$ cat src/rtl/control_sequencer_pkg.sv
// Shared encodings for the multicycle control sequencer: states, opcodes, ALU/Regsrc codes and
// the packed control word.
package control_sequencer_pkg;

  localparam int unsigned CTRL_W = 26;

  typedef enum logic [3:0] {
    StRst    = 4'd0,
    StFetch  = 4'd1,
    StDecode = 4'd2,
    StEx     = 4'd3,
    StMem    = 4'd4,
    StWb     = 4'd5,
    StBranch = 4'd6,
    StJump   = 4'd7,
    StTrap   = 4'd8,
    StFault  = 4'd9
  } state_e;

  typedef enum logic [3:0] {
    OpLda, OpLdi, OpStr, OpBop, OpCal, OpBeq, OpBne, OpSft,
    OpCop, OpIll, OpSlt, OpRet, OpAdd, OpSub, OpAnd, OpOrr
  } opcode_e;

  localparam logic [3:0] AluAnd = 4'd0;
  localparam logic [3:0] AluOrr = 4'd1;
  localparam logic [3:0] AluAdd = 4'd2;
  localparam logic [3:0] AluSub = 4'd3;
  localparam logic [3:0] AluSft = 4'd4;
  localparam logic [3:0] AluSlt = 4'd5;

  localparam logic [1:0] RegsrcImm = 2'd0;
  localparam logic [1:0] RegsrcMem = 2'd1;
  localparam logic [1:0] RegsrcAlu = 2'd2;
  localparam logic [1:0] RegsrcCop = 2'd3;

  // Field order is MSB first; bit positions follow directly from this declaration.
  typedef struct packed {
    logic       pc_src;
    logic       write_pc;
    logic       write_ra;
    logic       imm_rpc;
    logic       mem_src;
    logic       mem_w1;
    logic       mem_w2;
    logic       mem_r1;
    logic       mem_r2;
    logic       write_cr;
    logic [1:0] reg_src;
    logic       backup;
    logic       restore;
    logic       reg_w1;
    logic       reg_w2;
    logic       reg_r1;
    logic       reg_r2;
    logic       alu_src;
    logic [3:0] alu_op;
    logic       cmp_eq;
    logic       cmp_ne;
    logic       reset_sig;
  } ctrl_t;

  function automatic logic [3:0] alu_op_of(opcode_e op);
    case (op)
      OpSft:   return AluSft;
      OpSlt:   return AluSlt;
      OpSub:   return AluSub;
      OpAnd:   return AluAnd;
      OpOrr:   return AluOrr;
      default: return AluAdd;
    endcase
  endfunction

endpackage

$ cat src/rtl/control_sequencer_if.sv
// Bundle between the sequencer (master) and the memory/IR/datapath side (slave).
interface control_sequencer_if
  import control_sequencer_pkg::*;
#(
  parameter int unsigned RETIRE_W = 16
);
  logic [3:0]          instr_op;
  logic                mem_ready;
  logic [CTRL_W-1:0]   ctrl;
  logic                illegal;
  logic                fault;
  logic [RETIRE_W-1:0] retired;
  logic [3:0]          state;

  modport master (
    input  instr_op, mem_ready,
    output ctrl, illegal, fault, retired, state
  );

  modport slave (
    output instr_op, mem_ready,
    input  ctrl, illegal, fault, retired, state
  );
endinterface

$ cat src/rtl/control_sequencer_ctrl_decode.sv
// Purely combinational map from (state, latched opcode, mem_ready) to the datapath control word.
module ctrl_decode
  import control_sequencer_pkg::*;
(
  input  state_e  state_i,
  input  opcode_e op_i,
  input  logic    mem_ready_i,
  output ctrl_t   ctrl_o
);

  always_comb begin
    ctrl_o = '0;
    case (state_i)
      StRst: begin
        ctrl_o.write_pc  = 1'b1;
        ctrl_o.reset_sig = 1'b1;
      end
      StFetch: begin
        ctrl_o.mem_r1   = 1'b1;
        ctrl_o.mem_r2   = 1'b1;
        ctrl_o.write_pc = mem_ready_i;
      end
      StDecode: begin
        ctrl_o.reg_r1 = 1'b1;
        ctrl_o.reg_r2 = 1'b1;
      end
      StEx: begin
        ctrl_o.alu_src = !(op_i inside {OpLda, OpStr, OpSft});
        ctrl_o.alu_op  = alu_op_of(op_i);
      end
      StMem: begin
        ctrl_o.mem_src = 1'b1;
        ctrl_o.mem_r2  = (op_i == OpLda);
        ctrl_o.mem_w2  = (op_i == OpStr);
      end
      StWb: begin
        case (op_i)
          OpLdi: begin ctrl_o.reg_src = RegsrcImm; ctrl_o.reg_w2 = 1'b1; end
          OpLda: begin ctrl_o.reg_src = RegsrcMem; ctrl_o.reg_w2 = 1'b1; end
          OpCop: begin ctrl_o.reg_src = RegsrcCop; ctrl_o.reg_w2 = 1'b1; end
          OpSlt: begin ctrl_o.write_cr = 1'b1; ctrl_o.reg_w1 = 1'b1; end
          default: begin ctrl_o.reg_src = RegsrcAlu; ctrl_o.reg_w2 = 1'b1; end
        endcase
      end
      StBranch: begin
        ctrl_o.cmp_eq = (op_i == OpBeq);
        ctrl_o.cmp_ne = (op_i == OpBne);
      end
      StJump: begin
        ctrl_o.write_pc = 1'b1;
        case (op_i)
          OpBop: ctrl_o.imm_rpc = 1'b1;
          OpCal: begin ctrl_o.imm_rpc = 1'b1; ctrl_o.write_ra = 1'b1; ctrl_o.backup = 1'b1; end
          OpRet: begin ctrl_o.pc_src = 1'b1; ctrl_o.write_ra = 1'b1; ctrl_o.restore = 1'b1; end
          default: ;
        endcase
      end
      default: ;
    endcase
  end

endmodule

$ cat src/rtl/control_sequencer.sv
// Multicycle control sequencer: FSM, memory wait/timeout counter and retired-instruction counter.
// All state updates on the falling clock edge; reset is asynchronous and active-high.
module control_sequencer
  import control_sequencer_pkg::*;
#(
  parameter int unsigned TIMEOUT  = 16,
  parameter int unsigned RETIRE_W = 16
) (
  input logic                 clk_i,
  input logic                 rst_i,
  control_sequencer_if.master bus_io
);

  localparam int unsigned WaitW = (TIMEOUT > 1) ? $clog2(TIMEOUT) : 1;

  state_e              state_q, state_d;
  opcode_e             op_q, op_d;
  logic [WaitW-1:0]    wait_q, wait_d;
  logic [RETIRE_W-1:0] retired_q, retired_d;
  logic                retire;
  logic                timeout_hit;
  ctrl_t               ctrl;

  assign timeout_hit = (TIMEOUT != 0) && (wait_q == WaitW'(TIMEOUT - 1));

  always_comb begin
    state_d = state_q;
    op_d    = op_q;
    wait_d  = '0;  // clears whenever the wait is not continuing
    retire  = 1'b0;
    case (state_q)
      StRst: state_d = StFetch;
      StFetch, StMem: begin
        if (bus_io.mem_ready) begin
          if (state_q == StFetch) begin
            op_d    = opcode_e'(bus_io.instr_op);
            state_d = StDecode;
          end else if (op_q == OpLda) begin
            state_d = StWb;
          end else begin
            state_d = StFetch;
            retire  = 1'b1;
          end
        end else if (timeout_hit) begin
          state_d = StFault;
        end else begin
          wait_d = wait_q + WaitW'(1);
        end
      end
      StDecode: begin
        case (op_q)
          OpLdi, OpCop:        state_d = StWb;
          OpBop, OpCal, OpRet: state_d = StJump;
          OpBeq, OpBne:        state_d = StBranch;
          OpIll:               state_d = StTrap;
          default:             state_d = StEx;
        endcase
      end
      StEx: state_d = (op_q inside {OpLda, OpStr}) ? StMem : StWb;
      StWb, StBranch, StJump: begin
        state_d = StFetch;
        retire  = 1'b1;
      end
      StTrap:  state_d = StFetch;
      StFault: state_d = StFault;
      default: state_d = StFetch;
    endcase
  end

  assign retired_d = retire ? retired_q + RETIRE_W'(1) : retired_q;

  always_ff @(negedge clk_i or posedge rst_i) begin
    if (rst_i) begin
      state_q   <= StRst;
      op_q      <= OpLda;
      wait_q    <= '0;
      retired_q <= '0;
    end else begin
      state_q   <= state_d;
      op_q      <= op_d;
      wait_q    <= wait_d;
      retired_q <= retired_d;
    end
  end

  ctrl_decode u_ctrl_decode (
    .state_i     (state_q),
    .op_i        (op_q),
    .mem_ready_i (bus_io.mem_ready),
    .ctrl_o      (ctrl)
  );

  assign bus_io.ctrl    = ctrl;
  assign bus_io.illegal = (state_q == StTrap);
  assign bus_io.fault   = (state_q == StFault);
  assign bus_io.retired = retired_q;
  assign bus_io.state   = state_q;

endmodule

$ cat src/flat_wrapper.sv
// flat-port wrapper written by rule: the top's interface ports become plain ports
module control_sequencer_flat import control_sequencer_pkg::*;
#(
  parameter int unsigned TIMEOUT  = 16,
  parameter int unsigned RETIRE_W = 16
)
  (clk_i, rst_i, bus_io_instr_op, bus_io_mem_ready, bus_io_ctrl, bus_io_illegal, bus_io_fault, bus_io_retired, bus_io_state);
  control_sequencer_if #(.RETIRE_W(RETIRE_W)) bus_io_i ();
  input logic clk_i;
  input logic rst_i;
  input wire logic [$bits(bus_io_i.instr_op)-1:0] bus_io_instr_op;
  input wire logic [$bits(bus_io_i.mem_ready)-1:0] bus_io_mem_ready;
  output wire logic [$bits(bus_io_i.ctrl)-1:0] bus_io_ctrl;
  output wire logic [$bits(bus_io_i.illegal)-1:0] bus_io_illegal;
  output wire logic [$bits(bus_io_i.fault)-1:0] bus_io_fault;
  output wire logic [$bits(bus_io_i.retired)-1:0] bus_io_retired;
  output wire logic [$bits(bus_io_i.state)-1:0] bus_io_state;
  assign bus_io_i.instr_op = bus_io_instr_op;
  assign bus_io_i.mem_ready = bus_io_mem_ready;
  assign bus_io_ctrl = bus_io_i.ctrl;
  assign bus_io_illegal = bus_io_i.illegal;
  assign bus_io_fault = bus_io_i.fault;
  assign bus_io_retired = bus_io_i.retired;
  assign bus_io_state = bus_io_i.state;
  control_sequencer #(.TIMEOUT(TIMEOUT), .RETIRE_W(RETIRE_W)) u_core (.clk_i(clk_i), .rst_i(rst_i), .bus_io(bus_io_i));
endmodule
$ cat config.mk
export PLATFORM = sky130hd
export DESIGN_NAME = control_sequencer_flat
export DESIGN_NICKNAME = d
export VERILOG_FILES = /design/src/rtl/control_sequencer_pkg.sv /design/src/rtl/control_sequencer_if.sv /design/src/rtl/control_sequencer_ctrl_decode.sv /design/src/rtl/control_sequencer.sv /design/src/flat_wrapper.sv
export SDC_FILE = /design/constraint.sdc
export NUM_CORES = 1
export LEC_CHECK = 0
export CAP_MARGIN = 0
export CORE_ASPECT_RATIO = 0.5
export CORE_UTILIZATION = 50
export CTS_CLUSTER_SIZE = 24
export DETAILED_ROUTE_END_ITERATION = 6
export PLACE_DENSITY = 0.85
export SLEW_MARGIN = 20
export SYNTH_ARGS = -nofsm -noshare
export SYNTH_HDL_FRONTEND = slang
export SYNTH_SLANG_ARGS = --single-unit
$ cat constraint.sdc
create_clock -name clk_i -period 4.95 [get_ports clk_i]
set_input_delay 0.495 -clock clk_i [delete_from_list [all_inputs] [get_ports clk_i]]
set_output_delay 0.495 -clock clk_i [all_outputs]
set_load 0.01 [all_outputs]
Yosys cells after proc, flatten, opt, wreduce, memory -nomap -nowiden

Memory sizes are Yosys's and may differ from the RTL's.
Index checks and enable logic that the tools add are counted.

Bits in registers: 28
Bits in latches: 0
RAM bits: 0
Bits in read-only memories: 64
Output and inout port bits: 48
Memories: 1

Add/sub/neg operators: 2
$mul: 0
Div/mod/pow operators: 0
Magnitude comparators: 0
Equal/unequal tests: 24
Shift-type cells: 0
Multiplexer cells: 35
Bitwise operators: 0
Reductions and logical operators: 12

Memory list:

| memory          | words | bits a word | rd ports | clocked after Yosys merged registers in | wr ports | line                    | RTL |
|---|---|---|---|---|---|---|---|
| (no name shown) | 16    | 4           | 1        | 0                                       | 0        | control_sequencer.sv:51 | `case (op_q)` |

Operator list:

| kind                                                                     | count |
|---|---|
| 4-bit equality test (second input constant)                              | 9 |
| 4-bit by 3-bit equality test with 1-bit output (second input constant)   | 8 |
| 4-bit two-way mux                                                        | 6 |
| 16-bit by 1-bit adder with 16-bit output (second input constant)         | 1 |
| 4-bit by 2-bit equality test with 1-bit output (second input constant)   | 4 |
| 4-bit case mux with 4 select lines                                       | 1 |
| 1-bit two-way mux                                                        | 15 |
| 3-bit case mux with 5 select lines                                       | 1 |
| 2-bit two-way mux                                                        | 5 |
| 2-bit OR reduction                                                       | 5 |
| 4-bit by 1-bit equality test with 1-bit output (second input constant)   | 2 |
| 4-bit zero test                                                          | 2 |
| 3-bit two-way mux                                                        | 2 |
| 1-bit case mux with 2 select lines                                       | 3 |
| 2-bit case mux with 3 select lines                                       | 1 |
| 5-bit two-way mux                                                        | 1 |
| 4-bit by 1-bit adder with 4-bit output (second input constant)           | 1 |
| 3-bit by 2-bit inequality test with 1-bit output (second input constant) | 1 |
| 3-bit AND reduction                                                      | 1 |
| 3-bit nonzero test                                                       | 1 |
| 3-bit OR reduction                                                       | 1 |
| 2-bit nonzero test                                                       | 1 |
| 1-bit zero test                                                          | 1 |

Logic depth before layout (Yosys ltp)

Gate-level depths: netlist of the first run.

Word-level depth: 5
Depth in mapped cells: 6
Mapped depth without buffers: 6

Hierarchy

Synthesis of the first run repeated with hierarchy kept, for this count alone.

Cell total of the unflattened synthesis: 191
Area, all modules: 1,916.8 um^2

Modules (own cells, without submodules):

| module            | times used | cells each | area each (um^2) |
|---|---|---|---|
| control_sequencer | 1          | 138        | 1,491.4 |
| ctrl_decode       | 1          | 53         | 425.4 |

==> run_results.csv, run 1 <==
group,metric,value,unit
route,vias_per_cell,5.47,
setup_path,r2r_cells,6,
route,drc,0,
setup_path,required,4.45,ns
setup_path,r2r_slack,2.76,ns
flow_run,cap_violations,0,
setup_path,crit_path_end_kind,"output pin",
cells_and_area,area_delta_synth_final,38.5,%
global_routing,grt_max_degree,29,
setup_path,worstPathCellList,"inv_1, ha_2, nand2_1, nor2_1, clkdlybuf4s50_1",
timing,finalSetupViolations,0,
yosys,synth-seq-area-share,39.7,%
cells_and_area,nets,261,
floorplanning,dieArea,3780,µm²
timing,tightestPinTransition,0.692,ns
cts,clock-sinks,28,
place,place_ws,0.0323,ns
cts,clk_pin_slew,0.06,ns
timing,setup_tns,0,ns
pwr,power.leakage,0.00103,µW
setup_path,reg2reg_to,"u_core.bus_io.retired[1]",
setup_path,cp-start-kind,"register",
global_routing,grt_pass1_vias,1506,
yosys,synth_edf_count,0,
cts,cts_tree,"yes",
route,wl_per_cell,15.0,µm
global_routing,antenna_found_initial,0,
floorplanning,start_util,55.6,%
setup_path,worst_path_largest_cell_delay,0.56,ns
place,gp_congestion,0.830,
min_path,hp-class,"register to register",
cts,htreeDepth,1,
setup_path,cp_num_cells,5,
cells_and_area,multiInputGateArea,991,µm²
timing,fin_ws,0.0372,ns
route,drt_iter0_drc,103,
yosys,syn-cell-area,1760,µm²
setup_path,crit_path_top_delay_cell,"clkdlybuf4s50_1",
setup_path,r2r-start,"u_core.op_q[1]",
cells_and_area,diodes,0,
setup_path,crit_arrival,4.42,ns
route,firstDrtPassIters,4,
global_routing,grt_overflow,0,
floorplanning,num_rows,14,
setup_path,cp_top_family,"buffers and inverters",
timing,fin_worst_skew,0.00202,ns
global_routing,grt_pass1_wl,7160,µm
global_routing,grt_usage,24.4,%
setup_path,worstSetupPathType,"register to output pin",
cts,clock_latency,0.28,ns
yosys,netlist_instances,189,
cells_and_area,fillers,223,
pwr,p_per_area,496,nW/µm²
setup_path,cp-startpoint,"u_core.op_q[0]",
setup_path,cp_max_fo,8,
timing,rsz0062_at_grt,"yes",
yosys,synth_area_per_cell,9.33,µm²
setup_path,endpoint,"bus_io_ctrl[16]",
floorplanning,dieWidth,86.0,µm
cells_and_area,drive_gt1_share,13.5,%
floorplanning,die_y,44.0,µm
cts,cts-buffers-inserted,3,
status,status,"finished clean",
cts,cts_root_buffer,"clkbuf_8",
pwr,peakVddDrop,0.289,mV
route,ant_nets,0,
place,placement.io_buffers,52,
yosys,ys_types,41,
yosys,synth_seq_cells,28,
cells_and_area,final_cell_mix,"clkdlybuf4s50_1 (47), dfrtn_1 (28), nand2_1 (20)",
floorplanning,coreArea,3170,µm²
setup_path,worst-path-buf-inv,2,
floorplanning,ios,55,
cells_and_area,final_common_cell,"clkdlybuf4s50_1",
timing,max_slew_margin,53.5,%
cells_and_area,regArea,701,µm²
yosys,async_reset_ff_share,100,%
yosys,synth_warnings,0,
place,hpwl,3100,µm
pwr,power.total,1210,µW
cts,clk_path_buf_depth,2,
route,wirelength,4380,µm
timing,finalMaxSlewViolations,0,
route,vias,1603,
yosys,yosys_most_used_dff,"dfrtn_1",
timing,finalHoldViolCount,0,
how the worst min path moves through the flow:
stage	start	end	slack, ns	depth (start not counted)
5_1_grt	u_core.bus_io.retired[15]	u_core.bus_io.retired[15]	0.45	1
3_5_place_dp	u_core.wait_q[0]	u_core.wait_q[0]	0.39	1
3_3_place_gp	u_core.wait_q[0]	u_core.wait_q[0]	0.39	1
6_report	u_core.bus_io.retired[15]	u_core.bus_io.retired[15]	0.41	1
4_1_cts	u_core.wait_q[0]	u_core.wait_q[0]	0.41	1
2_1_floorplan	u_core.wait_q[0]	u_core.wait_q[0]	0.36	1
cell families (layout without fill, tap and decap cells):
kind of cell	after synthesis	in the layout	synth area share [%]
AND/OR/NAND/NOR	85	85	25.4
adder cells (fa/ha/maj)	7	7	4.97
XOR/XNOR	18	18	8.94
flip-flops	28	28	39.7
buffers and inverters	20	75	6.10
AO/OA/AOI/OAI	23	23	10.3
other	1	2	0.213
multiplexers	7	7	4.33
where the power goes:
part	total [µW]	internal, µW	switching, µW	leakage [µW]
clock	120	54.6	65.0	0.0000216
sequential	351	289	61.6	0.000369
combinational	740	344	396	0.000639
state kept, by name (all words and copies together), names as in the netlist:
signal / count
u_core.bus_io.retired: 16
u_core.wait_q: 4
u_core.op_q: 4
u_core.bus_io.state: 4
repair_timing:
action / 4_1_cts / 5_1_grt
resized for setup: 8 / 6
endpoints found under the setup margin: 11 / 4
setup buffers: 3 / 0
endpoints found under the hold margin: 0 / 0
hold buffers: 0 / 0
stage by stage:
| stage | utilization, % | hold WS (ns) | instance area [µm²] | instances |
|---|---|---|---|---|
| floorplan | - | 0.365 | 1770 | 190 |
| global placement | 74.0 | 0.388 | 2340 | 287 |
| detailed placement | 74.0 | 0.395 | 2340 | 287 |
| CTS | 76.1 | 0.412 | 2410 | 293 |
| global route | 77.0 | 0.453 | 2440 | 293 |
| finish | 77.0 | 0.415 | 2440 | 293 |
worst reg2reg max path, cell delays in order (launching register included):
cell      delay [ns]
dfrtn_1         0.50
inv_1           0.13
ha_4            0.20
nor3b_4         0.15
buf_4           0.16
a211oi_4        0.49
mux2_2          0.40
cell type report:
class,count,share of cell area [%]
timing repair buffer,66,25.7
sequential,28,28.7
inverter,6,0.922
multi-input combinational,142,40.6
clock buffer,3,1.69
tap,48,2.46
cell usage after synthesis, types with 2 or more instances:
master	n	area, µm²
dfrtn_1	28	701
nand2_1	20	75.1
nor2_1	16	60.1
xnor2_1	15	131
nand3_1	9	45.0
buf_4	7	52.6
ha_1	7	87.6
nand4_1	7	43.8
nor3_1	7	35.0
a21oi_1	6	30.0
and3_1	6	37.5
buf_2	5	25.0
inv_1	5	18.8
mux2_2	5	56.3
nand2b_1	5	31.3
o21ai_0	5	25.0
a211oi_1	3	22.5
xor2_1	3	26.3
and2_1	2	12.5
and2b_1	2	15.0
and4_1	2	17.5
clkbuf_1	2	7.51
mux2i_1	2	20.0
nand3b_1	2	15.0
nor4_1	2	12.5
per-layer routing:
layer | global-route usage [%] | share of wire, % | vias to the layer above
li1 | - | - | 766
met1 | 32.0 | 46 | 774
met2 | 44.4 | 48 | 59
met3 | 3.81 | 4.8 | 4
met4 | 3.67 | 0.62 | 0
met5 | 0 | 0 | -
(Power assumes the default switching activity.)
==> run 2, diff against run 1 <==
Settings changed: CORE_UTILIZATION 50 to 51, SYNTH_HIERARCHICAL set to 1.
==> run 2 against run 1 <==
Utilization is 2.3 points higher. Critical path depth is 2 lower. Combinational power is 24% higher. Final area is 14% higher. Count of clock-buffer cells in the layout stayed put. Highest routed layer unchanged. Sequential power is 13% higher. Critical path type unchanged.
==> run_results.csv, run 2 <==
group,metric,value,unit
cells_and_area,area_delta_synth_final,45.2,%
cts,cts_root_buffer,"clkbuf_8",
global_routing,grt_pass1_wl,7200,µm
yosys,synth.largest_area_cell,"dfrtn_1",
yosys,synth-seq-area-share,36.6,%
global_routing,grt_overflow,0,
cts,cts_tree,"yes",
route,vias_per_cell,5.63,
route,wirelength,5020,µm
timing,finalHoldViolCount,0,
route,firstDrtPassIters,4,
cells_and_area,final_common_cell,"clkdlybuf4s50_1",
yosys,synth_area_per_cell,10.0,µm²
route,drt_iter0_drc,112,
yosys,synth_top_area_share,36.6,%
setup_path,required,4.45,ns
yosys,async_reset_ff_share,100,%
yosys,yosys_most_used_dff,"dfrtn_1",
route,drc,0,
timing,finalSetupViolations,0,
yosys,netlist_instances,191,
timing,tightestPinTransition,0.509,ns
min_path,hp-start,"u_core/wait_q[0]",
route,wl_per_cell,15.9,µm
cells_and_area,final_util,79.3,%
timing,max_slew_margin,65.7,%
yosys,yosys-top-cells-area,"dfrtn_1 (37%), xor2_1 (6.4%), ha_1 (3.9%)",
yosys,synth_common_cells,"dfrtn_1 (28), xor2_1 (14), nor2_1 (13)",
cts,clk_pin_slew,0.06,ns
yosys,synth.most_common_cell,"dfrtn_1",
setup_path,cp-startpoint,"u_core/bus_io.state[0]",
pwr,peakVddDrop,0.350,mV
setup_path,r2r-start,"u_core/op_q[0]",
pwr,p_per_area,538,nW/µm²
place,place_ws,0.218,ns
route,ant_nets,0,
global_routing,grt_max_degree,29,
route,vias,1773,
global_routing,antenna_found_initial,0,
yosys,ys_types,58,
place,placement.io_buffers,52,
cts,clock-sinks,28,
yosys,synth_edf_count,0,
flow_run,cap_violations,0,
cells_and_area,drive_gt1_share,20.8,%
pwr,power.leakage,0.00143,µW
cts,clk_path_buf_depth,2,
setup_path,crit_path_end_kind,"output pin",
yosys,synth_warnings,6,
cells_and_area,nets,278,
cts,cts-buffers-inserted,3,
cells_and_area,final_cell_mix,"clkdlybuf4s50_1 (36), dfrtn_1 (28), buf_4 (27)",
setup_path,worstSetupPathType,"register to output pin",
cts,clock_latency,0.28,ns
timing,fin_worst_skew,0.00300,ns
timing,whs,0.396,ns
status,status,"finished clean",
timing,finalMaxSlewViolations,0,
floorplanning,num_rows,15,
setup_path,cp_max_fo,8,
setup_path,cp-start-kind,"register",
cts,htreeDepth,1,
min_path,hp-class,"register to register",
cells_and_area,largest_reg_flops,16,
yosys,synth_seq_cells,28,
global_routing,grt_pass1_vias,1589,
floorplanning,start_util,54.6,%
timing,setup_tns,0,ns
timing,fin_ws,0.0504,ns
place,gp_congestion,0.763,
floorplanning,dieArea,4020,µm²
cts,cts-hold-fix-buffers,0,
yosys,syn-cell-area,1920,µm²
floorplanning,die_y,45.4,µm
floorplanning,dieWidth,88.7,µm
cells_and_area,diodes,0,
place,hpwl,3010,µm
floorplanning,coreArea,3510,µm²
global_routing,grt_usage,24.0,%
floorplanning,ios,55,
setup_path,crit_arrival,4.40,ns
[run 2: cell types whose count changed after synthesis, moves of 6 or more]
cell,change
nand2_1,-10
nand3_1,-6
xnor2_1,-11
xor2_1,+11
nand4_1,-6
[run 2: layer usage]
layer  global-route usage, %  vias up  share of wire, %
li1                        -      834                 -
met1                    27.9      878                44
met5                       0        -                 0
met3                    3.84        4               4.5
met4                    11.9        0              0.78
met2                    44.5       57                50
[run 2: final cells by class]
class / count / area [µm²]
clock buffers: 3 / 41.3
multi-input cells: 143 / 1130
clock inverters: 1 / 30.0
fillers: 209 / 727
inverters: 6 / 22.5
repair buffers: 83 / 795
flip-flops and latches: 28 / 701
well taps: 51 / 63.8
[run 2: final timing paths]
kind	endpoint	slack (ns)	depth (start not counted)
max	bus_io_fault	0.05	3
min	u_core/wait_q[0]	0.40	1
max reg2reg	u_core/bus_io.retired[14]	2.66	7
min reg2reg	u_core/wait_q[0]	0.40	1
max in group asynchronous	u_core/op_q[0]	1.73	3
min in group asynchronous	u_core/bus_io.retired[1]	2.93	3
[run 2: what timing repair did]
item / 4_1_cts / 5_1_grt
cloned: 0 / 0
pin swaps: 0 / 2
hold endpoints to repair: 0 / 0
endpoints found under the setup margin: 10 / 20
buffers inserted: 12 / 7
gates resized for setup: 5 / 19
[run 2: worst max-delay path: stages, from the launching register on]
cell and delay, ns:
dfrtn_1 0.60, buf_6 0.17, nor4bb_1 0.28, clkdlybuf4s50_1 0.59
[run 2: report_power, final]
group	leakage (µW)	internal, µW	switching (µW)
Clock	0.0000357	108	70.8
Combinational	0.00105	482	439
Sequential	0.000339	294	103
Total	0.00143	884	612
[run 2: metrics by stage]
stage               cell area (µm²)  cells  total power (µW)
detailed placement             2500    292              1160
global route                   2780    315              1580
global placement               2500    292              1130
CTS                            2670    308              1420
finish                         2780    315              1500
floorplan                      1920    192               872
[run 2: logic make-up after synthesis]
| family | synth area share [%] |
|---|---|
| mux | 2.87 |
| other cells | 0.196 |
| compound gates | 9.86 |
| simple gates | 32.3 |
| fa+ha+maj | 3.92 |
| flops | 36.6 |
| buf+inv | 6.07 |
| xor+xnor | 8.22 |
